<file path="config.mk">
export PLATFORM = sky130hd
export DESIGN_NAME = bbc_csr_boot_harness_flat
export DESIGN_NICKNAME = d
export VERILOG_FILES = /design/src/rtl/bbc_csr_boot_harness_if.sv /design/src/rtl/bbc_csr_boot_harness.sv /design/src/flat_wrapper.sv
export SDC_FILE = /design/constraint.sdc
export NUM_CORES = 1
export LEC_CHECK = 0
export BUFFER_PORTS_ARGS = -buffer_cell sky130_fd_sc_hd__buf_2
export CAP_MARGIN = 30
export CORE_AREA = 2 2 143 145
export CTS_CLUSTER_SIZE = 30
export DETAILED_ROUTE_END_ITERATION = 12
export DIE_AREA = 0 0 145 147
export PLACE_DENSITY = 0.57
export SLEW_MARGIN = 10
export SYNTH_ARGS = -nofsm -noshare
export SYNTH_HDL_FRONTEND = slang
export SYNTH_SLANG_ARGS = --single-unit
export TNS_END_PERCENT = 5
</file>
<file path="constraint.sdc">
create_clock -name clk -period 4.2 [get_ports clk]
set_input_delay 0.21 -clock clk [delete_from_list [all_inputs] [get_ports clk]]
set_output_delay 0.21 -clock clk [all_outputs]
set_load 0.02 [all_outputs]
</file>
<file path="src/rtl/bbc_csr_boot_harness_if.sv">
// CSR request/response pair plus display SRAM write monitor bus between the
// boot harness (master) and the micro (slave).
interface bbc_csr_boot_harness_if;
    logic        csr_request__valid;
    logic        csr_request__read_not_write;
    logic [15:0] csr_request__select;
    logic [15:0] csr_request__address;
    logic [31:0] csr_request__data;
    logic        csr_response__ack;
    logic        csr_response__read_data_valid;
    logic [31:0] csr_response__read_data;
    logic        display_sram_write__enable;
    logic [47:0] display_sram_write__data;
    logic [15:0] display_sram_write__address;

    modport master (
        output csr_request__valid,
        output csr_request__read_not_write,
        output csr_request__select,
        output csr_request__address,
        output csr_request__data,
        input  csr_response__ack,
        input  csr_response__read_data_valid,
        input  csr_response__read_data,
        input  display_sram_write__enable,
        input  display_sram_write__data,
        input  display_sram_write__address
    );

    modport slave (
        input  csr_request__valid,
        input  csr_request__read_not_write,
        input  csr_request__select,
        input  csr_request__address,
        input  csr_request__data,
        output csr_response__ack,
        output csr_response__read_data_valid,
        output csr_response__read_data,
        output display_sram_write__enable,
        output display_sram_write__data,
        output display_sram_write__address
    );
endinterface

</file>
<file path="src/rtl/bbc_csr_boot_harness.sv">
// Boot harness: replays a CSR write script after reset/restart with a per-write
// ack timeout, and monitors display SRAM writes to drive the board LEDs.
module bbc_csr_boot_harness #(
    parameter int unsigned NUM_WRITES = 4,
    parameter logic [15:0] CSR_SELECT = 16'h0000,
    parameter int unsigned TIMEOUT    = 255,
    parameter int unsigned LED_MODE   = 0
) (
    input  logic                       clk,
    input  logic                       reset,
    input  logic [NUM_WRITES*48-1:0]   boot_script,
    input  logic                       restart,
    bbc_csr_boot_harness_if.master     bus,
    output logic                       boot_done,
    output logic                       boot_error,
    output logic [7:0]                 leds
);

    localparam logic [2:0] ST_IDLE  = 3'd0;
    localparam logic [2:0] ST_ISSUE = 3'd1;
    localparam logic [2:0] ST_GAP   = 3'd2;
    localparam logic [2:0] ST_DONE  = 3'd3;
    localparam logic [2:0] ST_ERROR = 3'd4;

    localparam logic [5:0]  LAST_INDEX   = 6'(NUM_WRITES - 1);
    localparam logic [15:0] TIMEOUT_LAST = 16'(TIMEOUT - 1);

    logic [2:0]  state;
    logic [5:0]  index;
    logic [15:0] wait_count;
    logic [15:0] disp_count;
    logic [7:0]  last_byte;
    logic [47:0] entry;
    logic        issuing;
    logic        unused_inputs;

    always_comb begin
        entry = '0;
        for (int unsigned i = 0; i < NUM_WRITES; i++) begin
            if (index == 6'(i)) entry = boot_script[48*i +: 48];
        end
    end

    // Address/data are only presented while the request is valid, so they
    // read as zero in reset and in every non-issuing state.
    assign issuing                         = (state == ST_ISSUE);
    assign bus.csr_request__valid          = issuing;
    assign bus.csr_request__read_not_write = 1'b0;
    assign bus.csr_request__select         = CSR_SELECT;
    assign bus.csr_request__address        = issuing ? entry[47:32] : '0;
    assign bus.csr_request__data           = issuing ? entry[31:0]  : '0;

    assign unused_inputs = ^{bus.csr_response__read_data_valid, bus.csr_response__read_data,
                             bus.display_sram_write__address, bus.display_sram_write__data[47:8]};

    always_ff @(posedge clk) begin
        if (reset) begin
            state      <= ST_IDLE;
            index      <= '0;
            wait_count <= '0;
            boot_done  <= 1'b0;
            boot_error <= 1'b0;
        end else begin
            case (state)
                ST_IDLE: begin
                    state      <= ST_ISSUE;
                    index      <= '0;
                    wait_count <= '0;
                end
                ST_ISSUE: begin
                    // An ack on the final wait cycle still wins over the timeout.
                    if (bus.csr_response__ack) begin
                        wait_count <= '0;
                        if (index == LAST_INDEX) begin
                            state     <= ST_DONE;
                            boot_done <= 1'b1;
                        end else begin
                            index <= index + 6'd1;
                            state <= ST_GAP;
                        end
                    end else begin
                        wait_count <= wait_count + 16'd1;
                        if (wait_count == TIMEOUT_LAST) begin
                            state      <= ST_ERROR;
                            boot_error <= 1'b1;
                        end
                    end
                end
                ST_GAP: begin
                    state      <= ST_ISSUE;
                    wait_count <= '0;
                end
                ST_DONE, ST_ERROR: begin
                    if (restart) begin
                        state      <= ST_ISSUE;
                        index      <= '0;
                        wait_count <= '0;
                        boot_done  <= 1'b0;
                        boot_error <= 1'b0;
                    end
                end
                default: state <= ST_IDLE;
            endcase
        end
    end

    always_ff @(posedge clk) begin
        if (reset) begin
            disp_count <= '0;
            last_byte  <= '0;
        end else if (bus.display_sram_write__enable) begin
            disp_count <= disp_count + 16'd1;
            last_byte  <= bus.display_sram_write__data[7:0];
        end
    end

    always_ff @(posedge clk) begin
        if (reset) begin
            leds <= '0;
        end else begin
            case (LED_MODE)
                1:       leds <= disp_count[7:0];
                2:       leds <= {boot_error, boot_done, index};
                default: leds <= last_byte;
            endcase
        end
    end

endmodule
</file>
<file path="src/flat_wrapper.sv">
// flat-port wrapper written by rule: the top's interface ports become plain ports
module bbc_csr_boot_harness_flat 
#(
    parameter int unsigned NUM_WRITES = 4,
    parameter logic [15:0] CSR_SELECT = 16'h0000,
    parameter int unsigned TIMEOUT    = 255,
    parameter int unsigned LED_MODE   = 0
)
  (clk, reset, boot_script, restart, boot_done, boot_error, leds, bus_csr_request__valid, bus_csr_request__read_not_write, bus_csr_request__select, bus_csr_request__address, bus_csr_request__data, bus_csr_response__ack, bus_csr_response__read_data_valid, bus_csr_response__read_data, bus_display_sram_write__enable, bus_display_sram_write__data, bus_display_sram_write__address);
  bbc_csr_boot_harness_if bus_i ();
  input  logic clk;
  input  logic reset;
  input  logic [NUM_WRITES*48-1:0] boot_script;
  input  logic restart;
  output logic boot_done;
  output logic boot_error;
  output logic [7:0] leds;
  output wire logic [$bits(bus_i.csr_request__valid)-1:0] bus_csr_request__valid;
  output wire logic [$bits(bus_i.csr_request__read_not_write)-1:0] bus_csr_request__read_not_write;
  output wire logic [$bits(bus_i.csr_request__select)-1:0] bus_csr_request__select;
  output wire logic [$bits(bus_i.csr_request__address)-1:0] bus_csr_request__address;
  output wire logic [$bits(bus_i.csr_request__data)-1:0] bus_csr_request__data;
  input wire logic [$bits(bus_i.csr_response__ack)-1:0] bus_csr_response__ack;
  input wire logic [$bits(bus_i.csr_response__read_data_valid)-1:0] bus_csr_response__read_data_valid;
  input wire logic [$bits(bus_i.csr_response__read_data)-1:0] bus_csr_response__read_data;
  input wire logic [$bits(bus_i.display_sram_write__enable)-1:0] bus_display_sram_write__enable;
  input wire logic [$bits(bus_i.display_sram_write__data)-1:0] bus_display_sram_write__data;
  input wire logic [$bits(bus_i.display_sram_write__address)-1:0] bus_display_sram_write__address;
  assign bus_csr_request__valid = bus_i.csr_request__valid;
  assign bus_csr_request__read_not_write = bus_i.csr_request__read_not_write;
  assign bus_csr_request__select = bus_i.csr_request__select;
  assign bus_csr_request__address = bus_i.csr_request__address;
  assign bus_csr_request__data = bus_i.csr_request__data;
  assign bus_i.csr_response__ack = bus_csr_response__ack;
  assign bus_i.csr_response__read_data_valid = bus_csr_response__read_data_valid;
  assign bus_i.csr_response__read_data = bus_csr_response__read_data;
  assign bus_i.display_sram_write__enable = bus_display_sram_write__enable;
  assign bus_i.display_sram_write__data = bus_display_sram_write__data;
  assign bus_i.display_sram_write__address = bus_display_sram_write__address;
  bbc_csr_boot_harness #(.NUM_WRITES(NUM_WRITES), .CSR_SELECT(CSR_SELECT), .TIMEOUT(TIMEOUT), .LED_MODE(LED_MODE)) u_core (.clk(clk), .reset(reset), .boot_script(boot_script), .restart(restart), .bus(bus_i), .boot_done(boot_done), .boot_error(boot_error), .leds(leds));
endmodule
</file>
Word-level counts from Yosys, hierarchy flattened
Index checks and enable logic that the tools add are counted.
{"block": "totals", "input_bits": 294, "wordCells": 61, "out_inout_bits": 76, "regBits": 43}
{"block": "op_classes", "add_sub_neg": 2, "muxes": 25, "n_reduce_logical": 12, "n_eq_ne": 15}
{"cell": "$mux W48", "n": 4}
{"cell": "$mux W16", "n": 3}
{"cell": "$pmux W16 S3", "n": 1}
{"cell": "$mux W32", "n": 1}
{"cell": "$mux W6", "n": 3}
{"cell": "$pmux W6 S3", "n": 1}
{"cell": "$add A16 B1 Y16 const B", "n": 1}
{"cell": "$eq A16 B8 Y1 const B", "n": 1}
{"cell": "$eq A6 B2 Y1 const B", "n": 2}
{"cell": "$ne A2 B2 Y1 const B", "n": 6}
{"cell": "$reduce_and A4 Y1", "n": 3}
{"cell": "$mux W3", "n": 3}
{"cell": "$pmux W3 S3", "n": 1}
{"cell": "$add A6 B1 Y6 const B", "n": 1}
{"cell": "$eq A3 B2 Y1 const B", "n": 2}
{"cell": "$eq A6 B1 Y1 const B", "n": 1}
{"cell": "$logic_not A6 Y1", "n": 1}
{"cell": "$mux W1", "n": 6}
{"cell": "$reduce_bool A3 Y1", "n": 2}
{"cell": "$pmux W1 S2", "n": 2}
{"cell": "$reduce_and A2 Y1", "n": 2}
{"cell": "$reduce_or A2 Y1", "n": 2}
{"cell": "$eq A3 B1 Y1 const B", "n": 1}
{"cell": "$eq A3 B3 Y1 const B", "n": 1}
{"cell": "3 further kinds", "n": 3}

Logic depth before layout (Yosys ltp)
Gate-level depths: netlist of the first run.
{"block": "depth", "word_depth": 6, "mapped_depth": 8, "mapped_depth_nobuf": 6}

Worst setup path after synthesis of the first run
No wires, ideal clock.
{"block": "synth_timing", "path_type": "reg2out", "from": "reg u_core.index[0]", "to": "out bus_csr_request__address[3]", "path_stages_with_launch": 9, "n_path_buf": 2, "arrival_ps": 2066, "path_slack_ps": 1924, "t_required_ps": 3990, "cell_sequence": "dfxtp_1 > inv_1 > ha_1 > clkbuf_1 > nor3b_2 > clkbuf_1 > a221o_1 > a22oi_1 > nor2_1"}
{"block": "synth_between", "elab_chain_len": 6, "word_cells_on_any_way": 9, "cone_classes": "eq/ne: 3; mux: 5; reduce/logical: 1"}
{"item": "start, declared", "line": "bbc_csr_boot_harness.sv:29", "text": "logic [5:0] index;"}
{"item": "start signal, assigned", "line": "bbc_csr_boot_harness.sv:78", "text": "index <= index + 6'd1;"}
{"item": "$logic_not A6 Y1", "line": "bbc_csr_boot_harness.sv:40", "text": "if (index == 6'(i)) entry = boot_script[48*i +: 48];"}
{"item": "$mux W48 (3 in a row)", "line": "bbc_csr_boot_harness.sv:40"}
{"item": "$mux W48 (*)", "line": "bbc_csr_boot_harness.sv:40"}
{"item": "$mux W16 (*)", "line": "bbc_csr_boot_harness.sv:50", "text": "assign bus.csr_request__address = issuing ? entry[47:32] : '0;"}
{"item": "end, declared", "line": "flat_wrapper.sv:21", "text": "output wire logic [$bits(bus_i.csr_request__address)-1:0] bus_csr_request__address;"}
Mark *: on every way between the ends. The rest lies on a longest branch, timed or not.

Final worst setup path of the first run
{"block": "layout_timing", "from": "reg u_core.index[2]", "to": "out bus_csr_request__address[10]"}
The elaborated chain is that of the path after synthesis.

==> results of run 1 <==
[how the worst max path moves through the flow]
stage,end,slack (ps)
3_5_place_dp,bus_csr_request__address[10],1170
5_1_grt,bus_csr_request__address[1],650
2_1_floorplan,bus_csr_request__address[3],1920
6_report,bus_csr_request__address[10],1030
3_3_place_gp,bus_csr_request__address[4],1250
4_1_cts,bus_csr_request__address[10],850
[worst min-delay path: stages]
cell and delay [ps]:
buf_2 80, mux2i_1 50, nor2_1 70
[cell usage in the layout, fill, tap and decap left out, drive strengths merged, types with 19 or more instances in the layout]
cell   count
a21oi     19
mux2i     20
a221o     46
buf      273
nand3     19
dfxtp     43
a22oi     46
o21ai     46
nand2     20
nor2      57
[where the power goes]
part / leakage [uW] / switching [uW] / internal [uW]
combinational: 0.00207 / 290 / 210
clock: 0.0000679 / 154 / 220
sequential: 0.000350 / 11.8 / 419
[state kept, by name, summed over array words and instances, names as in the netlist]
register,cells
u_core.boot_done,1
u_core.last_byte,8
u_core.leds,8
u_core.state,3
u_core.index,6
u_core.boot_error,1
u_core.wait_count,16
[layer usage]
metal	routed length (um)	part of all wire (%)	up-vias	global-route usage [%]
li1	-	-	2341	-
met1	7150	44	2220	18.4
met2	7770	47	202	24.6
met3	1290	7.8	15	3.39
met4	182	1.1	2	2.72
met5	13	0.079	-	0
[metrics by stage]
step | utilization (%) | std cells | total power [uW] | hold slack [ps]
after global placement | 26.4 | 985 | 938 | 444
after global routing | 27.2 | 994 | 1380 | 168
after CTS | 27.2 | 994 | 1320 | 160
after detailed placement | 26.5 | 986 | 941 | 451
after floorplan | - | 511 | 749 | 325
final | 27.2 | 996 | 1310 | 161
[final cells by class]
type / instances / area, um2
clock buffer: 7 / 133
timing repair buffer: 273 / 1390
sequential: 43 / 861
multi-input combinational: 389 / 2620
antenna: 2 / 5.00
clock inverter: 1 / 5.00
fill: 2217 / 14500
inverter: 11 / 41.3
tap: 270 / 338
[cells by family after synthesis]
group | share of synthesized area (%)
mux | 5.84
flops | 22.6
fa+ha+maj | 1.97
buf+inv | 10.8
other cells | 0.0983
compound gates | 37.5
simple gates | 21.3
==> flow_summary.yaml, run 1 <==
drt:
  num_vias: 4780
  vias_per_cell: 4.80
  wl_per_cell_um: 16.5
  final_antenna_net_count: 0
  drc: 0
  drt_wl_total_mm: 16.4
  dr.pass1.iters: 4
  drt-initial-drc-count: 207
cts:
  path_clk_slew_ps: 60
  post_cts_resized: 0
  clock_latency_ps: 280
  clockBufferDepth: 2
  cts_root_buffer: "clkbuf_16"
  cts_tree: "built"
  ctsHoldBuffers: 0
  cts_buffers: 5
  clkSinkCount: 43
  post_cts_buffers: 0
  htree_levels: 2
worst_setup_path:
  cp.depth: 6
  r2r-end: "u_core.index[0]$_SDFFE_PP0P_"
  slowest_delay_ps: 710
  cp.arrival_ps: 2960
  cp_top_family: "simple AND/OR/NAND/NOR gates"
  path_buf_inv: 2
  worstReg2RegStart: "u_core.index[2]$_SDFFE_PP0P_"
  crit_required_ps: 3990
  end_kind: "output pin"
  critPathLaunch: "u_core.index[2]$_SDFFE_PP0P_"
  crit_path_start_kind: "flop"
  path_cells: "nor4_4 -> nand2_1 -> buf_4 -> o21ai_0 -> nor2_1 -> buf_2"
  ff2ff_setup_slack_ps: 1640
  crit_fanout: 25
  reg2reg_depth: 5
  cp_slowest_cell: "nor4_4"
  path_class: "flop to output pin"
worst_hold_path:
  hold_depth: 3
  hold_class: "input pin to flop"
  min_from: "bus_display_sram_write__data[0]"
  min_to: "u_core.last_byte[0]$_SDFFE_PP0P_"
power:
  ir_drop_v: 0.000206
  p_leak_uw: 0.00249
  powerDensity_nw_per_um2: 242
synthesis:
  ys_ff_latch: 43
  synth-main-ff-cell: "dfxtp_1"
  syn_inst: 495
  async_flop_share_pct: 0
  postSynthAreaPerCell_um2: 7.71
  synth.distinct_cells: 51
  ys_seq_area_share_pct: 22.6
  synth_area_leaders: "dfxtp_1 (23%), a221o_1 (12%), a22oi_1 (9.1%), o21ai_0 (6.0%), nor2_1 (5.6%)"
  synth_top_area_share_pct: 22.6
  yosys_warnings: 0
  synth_edf_count: 0
  synth_top_cell_by_area: "dfxtp_1"
  synth_commonest_cells: "nor2_1 (57), a221o_1 (46), a22oi_1 (46), o21ai_0 (46), dfxtp_1 (43)"
  yosysMostFrequentCell: "nor2_1"
  syn_area_um2: 3810
floorplan:
  die-area_um2: 21300
  core_um2: 19800
  start_util_pct: 19.2
  rows: 52
  dieWidth_um: 145
  io_pins: 370
  dieHeight_um: 147
sta:
  drv_slew: 0
  fin_skew_ps: 2.19
  fin_crit_ps: 3170
  finalHoldViolations: 0
  tightestPinTransition_ps: 832
  relSlewSlack_pct: 44.4
  tns_ps: 0
  min_period_over_period_pct: 75.5
  fmax_ghz: 0.315
  rsz0062_at_grt: "false"
  setup_viol: 0
  setup_ws_ps: 1030
placement:
  pre_cts_slack_ps: 1170
  gp_congestion: 0.820
  place.port_buffers: 263
  dp_hpwl_mm: 12.4
  placed_area_um2: 5250
final_layout:
  area_delta_synth_final_pct: 41.4
  fin_nets: 1023
  design_area_um2: 5390
  drive_gt1_share_pct: 39.9
global_routing:
  grt_max_degree: 56
  grt_pass1_vias: 4403
  grt_pass1_wl_mm: 24.8
  grt_antenna_before_repair: 3
  gr-usage-all-layers_pct: 14.3
  overflow: 0
outcome:
  status: "complete, no violations"
flow_run:
  maxCapViolCount: 0
Note: power is estimated with default switching activity, not from simulation.
==> inputs of run 2 (changes only) <==
--- a/config.mk
+++ b/config.mk
@@ -7,11 +7,11 @@
 export LEC_CHECK = 0
 export BUFFER_PORTS_ARGS = -buffer_cell sky130_fd_sc_hd__buf_2
 export CAP_MARGIN = 30
-export CORE_AREA = 2 2 143 145
+export CORE_AREA = 2 2 142 144
 export CTS_CLUSTER_SIZE = 30
 export DETAILED_ROUTE_END_ITERATION = 12
-export DIE_AREA = 0 0 145 147
-export PLACE_DENSITY = 0.57
+export DIE_AREA = 0 0 144 146
+export PLACE_DENSITY = 0.59
 export SLEW_MARGIN = 10
 export SYNTH_ARGS = -nofsm -noshare
 export SYNTH_HDL_FRONTEND = slang
==> constraint.sdc (replaced) <==
create_clock -name clk -period 2.6 [get_ports clk]
set_input_delay 0.13 -clock clk [delete_from_list [all_inputs] [get_ports clk]]
set_output_delay 0.13 -clock clk [all_outputs]
set_load 0.02 [all_outputs]
==> run 2 against run 1 <==
  * Worst setup slack lost 890 ps
  * Cell count shrank 0.10%
  * Power grew 64%
  * Non-clock buffer count grew 6
  * Critical path type unchanged
==> flow_summary.yaml, run 2 (synthesis gave the netlist of run 1 again) <==
power:
  comb_power_share_pct: 38.4
  switchingPower_uw: 748
  seq_power_share_pct: 32.4
  p_leak_uw: 0.00254
  finalPower_uw: 2140
  swShare_pct: 35.0
  clock_power_share_pct: 29.1
  ir_drop_v: 0.000268
  p_int_uw: 1390
  powerDensity_nw_per_um2: 389
final_layout:
  drive_gt1_share_pct: 40.7
  layout_commonest_cell: "buf_2"
  largestRegisters: "u_core.wait_count x16, u_core.last_byte x8, u_core.leds x8"
  num_antenna_cells: 0
  largest_reg_flops: 16
  design_area_um2: 5490
  fin_nets: 1029
  regMostFlops: "u_core.wait_count"
  final_cell_mix: "buf_2 (263), nor2_1 (57), a221o_1 (46), a22oi_1 (46), o21ai_0 (46)"
  post-route-util_pct: 28.4
  area_delta_synth_final_pct: 43.9
worst_setup_path:
  reg2reg_depth: 4
  ff2ff_setup_slack_ps: 660
  end_kind: "output pin"
  cp.arrival_ps: 2330
  cp_slowest_cell: "dfxtp_1"
  path_class: "flop to output pin"
  worstReg2RegStart: "u_core.state[1]$_SDFFE_PP0P_"
  crit_required_ps: 2470
  crit_fanout: 45
  crit_path_start_kind: "flop"
  critPathLaunch: "u_core.index[1]$_SDFFE_PP0P_"
  r2r-end: "u_core.wait_count[11]$_SDFFE_PP0P_"
  path_cells: "inv_1 -> ha_1 -> nor3b_4 -> buf_12 -> a221o_1 -> a22oi_1 -> nor2_1 -> buf_2"
  slowest_delay_ps: 430
sta:
  tightestPinTransition_ps: 715
  relSlewSlack_pct: 52.3
  finalHoldViolations: 0
  rsz0062_at_grt: "false"
  fmax_ghz: 0.406
  min_period_over_period_pct: 94.7
  fin_crit_ps: 2460
  tns_ps: 0
  setup_ws_ps: 137
  setup_viol: 0
  fin_skew_ps: 5.80
  drv_slew: 0
drt:
  dr.pass1.iters: 5
  num_vias: 4770
  vias_per_cell: 4.79
  drt-initial-drc-count: 220
  wl_per_cell_um: 15.8
  final_antenna_net_count: 0
  drt_wl_total_mm: 15.8
  drc: 0
flow_run:
  maxCapViolCount: 0
floorplan:
  io_pins: 370
  start_util_pct: 19.7
  die-area_um2: 21000
  rows: 51
  core_um2: 19300
  dieHeight_um: 146
  dieWidth_um: 144
worst_hold_path:
  min_to: "u_core.last_byte[5]$_SDFFE_PP0P_"
  hold_depth: 3
  hold_class: "input pin to flop"
  min_from: "bus_display_sram_write__data[5]"
cts:
  cts_tree: "built"
  post_cts_buffers: 0
  clkSinkCount: 43
  ctsHoldBuffers: 0
  post_cts_resized: 0
  cts_buffers: 5
  clockBufferDepth: 2
  clock_latency_ps: 290
  htree_levels: 2
  cts_root_buffer: "clkbuf_16"
  path_clk_slew_ps: 70
outcome:
  status: "complete, no violations"
global_routing:
  grt_pass1_vias: 4236
  grt_pass1_wl_mm: 23.0
  gr-usage-all-layers_pct: 13.6
  overflow: 0
  grt_antenna_before_repair: 1
  grt_max_degree: 50
placement:
  dp_hpwl_mm: 12.0
  pre_cts_slack_ps: 452
  gp_congestion: 0.851
  place.port_buffers: 263
  placed_area_um2: 5340
run 2: cell types whose count changed in the layout (fill, tap and decap cells not counted):
cell and change:
buf_12 +4, clkinvlp_4 +2, buf_2 -1, diode_2 -2, inv_6 +1, clkinv_2 -1
buf_4 +3, clkbuf_1 -2
run 2: how the worst max path moves through the flow:
| stage | end | cells after the start |
|---|---|---|
| floorplan | bus_csr_request__address[3] | 8 |
| global placement | bus_csr_request__data[19] | 8 |
| detailed placement | bus_csr_request__data[19] | 8 |
| CTS | bus_csr_request__data[19] | 8 |
| global route | bus_csr_request__data[19] | 8 |
| finish | bus_csr_request__data[19] | 8 |
run 2: power groups by stage:
stage / Combinational, uW / Clock [uW] / Sequential, uW
6_report: 822 / 623 / 694
5_1_grt: 900 / 679 / 696
4_1_cts: 829 / 643 / 693
3_5_place_dp: 825 / 0 / 708
3_3_place_gp: 817 / 0 / 708
2_1_floorplan: 505 / 0 / 706
run 2: final cells by class:
class                           count  area [um2]
Sequential cell                    43         861
Multi-Input combinational cell    389        2620
Clock buffer                        5         125
Clock inverter                      3        23.8
Timing Repair Buffer              279        1490
Fill cell                        2136       13800
Tap cell                          265         332
Inverter                           11        41.3
run 2: worst max-delay path, delay by kind of cell, from the launching register on:
kind | cells | cell delay, ps
AND/OR/NAND/NOR | 2 | 510
AO/OA/AOI/OAI | 2 | 240
flip-flops | 1 | 430
adder cells (fa/ha/maj) | 1 | 280
buffers and inverters | 3 | 560
run 2: stage by stage:
step	cells	hold slack, ps
floorplan	511	245
global placement	987	363
detailed placement	987	371
CTS	995	71.0
global route	995	81.4
finish	995	73.5
run 2: routing by layer:
| metal | global-route usage [%] | routed length (um) |
|---|---|---|
| met3 | 3.03 | 1470 |
| met5 | 0 | 8 |
| met2 | 23.7 | 7570 |
| met4 | 2.94 | 253 |
| met1 | 17.0 | 6460 |
==> inputs of run 3 (changes only) <==
--- a/config.mk
+++ b/config.mk
@@ -5,13 +5,14 @@
 export SDC_FILE = /design/constraint.sdc
 export NUM_CORES = 1
 export LEC_CHECK = 0
+export ABC_AREA = 1
 export BUFFER_PORTS_ARGS = -buffer_cell sky130_fd_sc_hd__buf_2
 export CAP_MARGIN = 30
-export CORE_AREA = 2 2 142 144
+export CORE_AREA = 2 2 144 146
 export CTS_CLUSTER_SIZE = 30
 export DETAILED_ROUTE_END_ITERATION = 12
-export DIE_AREA = 0 0 144 146
-export PLACE_DENSITY = 0.59
+export DIE_AREA = 0 0 146 148
+export PLACE_DENSITY = 0.6
 export SLEW_MARGIN = 10
 export SYNTH_ARGS = -nofsm -noshare
 export SYNTH_HDL_FRONTEND = slang
==> run 3 against run 2 <==
  * Power grew 16%
  * Worst setup slack worse by 6.7 ps
  * Maximum frequency fell by 0.27%
  * Highest routed layer is now met4
  * First-iteration DRC count down 19%
  * Clock skew fell by 2.3 ps
  * Critical endpoint is now bus_csr_request__data[4]
  * Wire length grew 6.7%
  * Cell count rose by 17%
==> flow_summary.yaml, run 3 <==
worst_setup_path:
  crit_path_start_kind: "flop"
  slowest_delay_ps: 400
  critPathMostFrequentCell: "a21oi_1"
  path_class: "flop to output pin"
  cp.arrival_ps: 2340
  cp_slowest_cell: "nand3_2"
  worstReg2RegStart: "u_core.index[0]$_SDFFE_PP0P_"
  ff2ff_setup_slack_ps: 610
  crit_fanout: 48
  reg2reg_depth: 7
  crit_required_ps: 2470
  end_kind: "output pin"
  path_cells: "nor2_4 -> nand3_2 -> inv_2 -> buf_12 -> a21oi_1 -> a21oi_1 -> buf_2"
  r2r-end: "u_core.index[5]$_SDFFE_PP0P_"
worst_hold_path:
  min_to: "u_core.last_byte[7]$_SDFFE_PP0P_"
  min_from: "bus_display_sram_write__data[7]"
  hold_depth: 3
  hold_class: "input pin to flop"
global_routing:
  grt_pass1_wl_mm: 25.5
  grt_antenna_before_repair: 1
  grt_max_degree: 54
  grt_pass1_vias: 4870
  overflow: 0
  gr-usage-all-layers_pct: 14.3
final_layout:
  area_delta_synth_final_pct: 41.7
  fin_nets: 1193
  largest_reg_flops: 16
  largestRegisters: "u_core.wait_count x16, u_core.last_byte x8, u_core.leds x8"
  final_cell_mix: "buf_2 (263), a21oi_1 (120), inv_1 (95), o21ai_0 (73), nand2_1 (60)"
  regMostFlops: "u_core.wait_count"
  post-route-util_pct: 28.5
  layout_commonest_cell: "buf_2"
  drive_gt1_share_pct: 34.3
sta:
  tightestPinTransition_ps: 543
  drv_slew: 0
  fmax_ghz: 0.405
  fin_skew_ps: 3.50
  tns_ps: 0
  finalHoldViolations: 0
  min_period_over_period_pct: 95.0
  relSlewSlack_pct: 63.7
  rsz0062_at_grt: "false"
  fin_crit_ps: 2470
  setup_viol: 0
power:
  clock_power_share_pct: 29.6
  p_leak_uw: 0.00281
  ir_drop_v: 0.000309
  swShare_pct: 37.4
  seq_power_share_pct: 28.3
  switchingPower_uw: 925
  powerDensity_nw_per_um2: 433
  comb_power_share_pct: 42.1
  p_int_uw: 1550
placement:
  gp_congestion: 0.811
  place.port_buffers: 263
  dp_hpwl_mm: 12.5
synthesis:
  synth_top_area_share_pct: 21.3
  synth-adder-area-share_pct: 1.86
  yosys_warnings: 0
  async_flop_share_pct: 0
  yosysMostFrequentCell: "a21oi_1"
  postSynthAreaPerCell_um2: 6.13
  synth_commonest_cells: "a21oi_1 (120), inv_1 (96), o21ai_0 (73), nand2_1 (60), nor2_1 (54)"
  synth_top_family_by_area: "compound AO/OA/AOI/OAI gates"
  ys_ff_latch: 43
  synth.distinct_cells: 31
  synth_simple_gate_area_share_pct: 18.1
  syn_area_um2: 4030
  synth_compound_area_share_pct: 38.4
  synth_xor_area_share_pct: 1.09
  synth_mux_area_share_pct: 0
  syn_inst: 658
  synth_edf_count: 0
  synth_area_leaders: "dfxtp_1 (21%), a21oi_1 (15%), o21ai_0 (9.1%), inv_1 (8.9%), o211ai_1 (8.7%)"
  synth-main-ff-cell: "dfxtp_1"
  ys_seq_area_share_pct: 21.3
  synth_top_cell_by_area: "dfxtp_1"
floorplan:
  start_util_pct: 20.1
  io_pins: 370
  die-area_um2: 21600
  core_um2: 20000
  rows: 52
  dieHeight_um: 148
  dieWidth_um: 146
cts:
  clockBufferDepth: 2
  path_clk_slew_ps: 60
  cts_root_buffer: "clkbuf_16"
  cts_buffers: 5
  clkSinkCount: 43
  cts_tree: "built"
  clock_latency_ps: 280
  htree_levels: 2
flow_run:
  maxCapViolCount: 0
drt:
  vias_per_cell: 4.50
  final_antenna_net_count: 0
  dr.pass1.iters: 5
  drt_wl_total_mm: 16.8
  drt-initial-drc-count: 178
  wl_per_cell_um: 14.4
  num_vias: 5240
  drc: 0
outcome:
  status: "complete, no violations"
[run 3: cell types whose count changed after synthesis, sizes merged, moves of 20 or more]
| cell | change |
|---|---|
| a21oi | +101 |
| a221o | -46 |
| o21ai | +64 |
| nand2 | +48 |
| o211ai | +45 |
| inv | +89 |
| a22oi | -46 |
| mux2i | -20 |
[run 3: logic make-up after synthesis]
group / Yosys count
compound gates: 281
buf+inv: 163
simple gates: 159
flops: 43
fa+ha+maj: 6
xor+xnor: 5
other cells: 1
[run 3: final cells by class]
class	count	area, um2
inverter	100	379
timing repair buffer	275	1480
clock inverter	2	35.0
multi-input combinational	468	2480
antenna	1	2.50
clock buffer	6	139
fill	2285	14300
sequential	43	861
tap	270	338
[run 3: worst max path at each step]
stage / cells past startpoint / to / slack, ps / startpoint
6_report: 7 / bus_csr_request__data[4] / 130 / u_core.index[2]$_SDFFE_PP0P_
5_1_grt: 8 / bus_csr_request__data[4] / 2 / u_core.index[0]$_SDFFE_PP0P_
4_1_cts: 7 / bus_csr_request__data[2] / 80 / u_core.index[0]$_SDFFE_PP0P_
3_5_place_dp: 7 / bus_csr_request__data[2] / 390 / u_core.index[0]$_SDFFE_PP0P_
3_3_place_gp: 7 / bus_csr_request__data[18] / 420 / u_core.index[0]$_SDFFE_PP0P_
2_1_floorplan: 7 / bus_csr_request__address[0] / 910 / u_core.index[0]$_SDFFE_PP0P_
[run 3: power groups by stage]
stage | clock network, uW | logic, uW | registers (uW)
after floorplan | 0 | 653 | 722
after global placement | 0 | 1040 | 715
after detailed placement | 0 | 1040 | 715
after CTS | 748 | 1050 | 701
after global routing | 776 | 1150 | 703
final | 734 | 1040 | 701
[run 3: layer usage]
layer / track usage (%) / vias up / share of wire, % / routed length (um)
met5: 0 / - / 0 / 0
met4: 3.40 / 0 / 1.8 / 308
met3: 2.81 / 21 / 6.9 / 1160
met2: 24.2 / 203 / 46 / 7790
met1: 18.8 / 2356 / 45 / 7560
li1: - / 2660 / - / -
[run 3: what timing repair did]
| action | 4_1_cts | 5_1_grt |
|---|---|---|
| hold endpoints to repair | 0 | 0 |
| endpoints found under the setup margin | 0 | 31 |
| buffers inserted | 0 | 0 |
| hold buffers | 0 | 0 |
| gates resized for setup | 0 | 1 |
[run 3: metrics by stage]
step	setup WS (ps)	std cells	hold slack, ps	power, uW	area [um2]
global route	2.17	1164	156	2630	5710
global placement	425	1156	409	1750	5530
CTS	82.8	1164	124	2500	5710
detailed placement	395	1156	419	1760	5530
floorplan	906	674	317	1380	4090
finish	130	1165	128	2480	5710
[run 3: critical path: cells and delay by family (launching register included)]
| kind | cells | cell delay [ps] |
|---|---|---|
| buf+inv | 3 | 670 |
| simple gates | 2 | 640 |
| flops | 1 | 370 |
| compound gates | 2 | 360 |
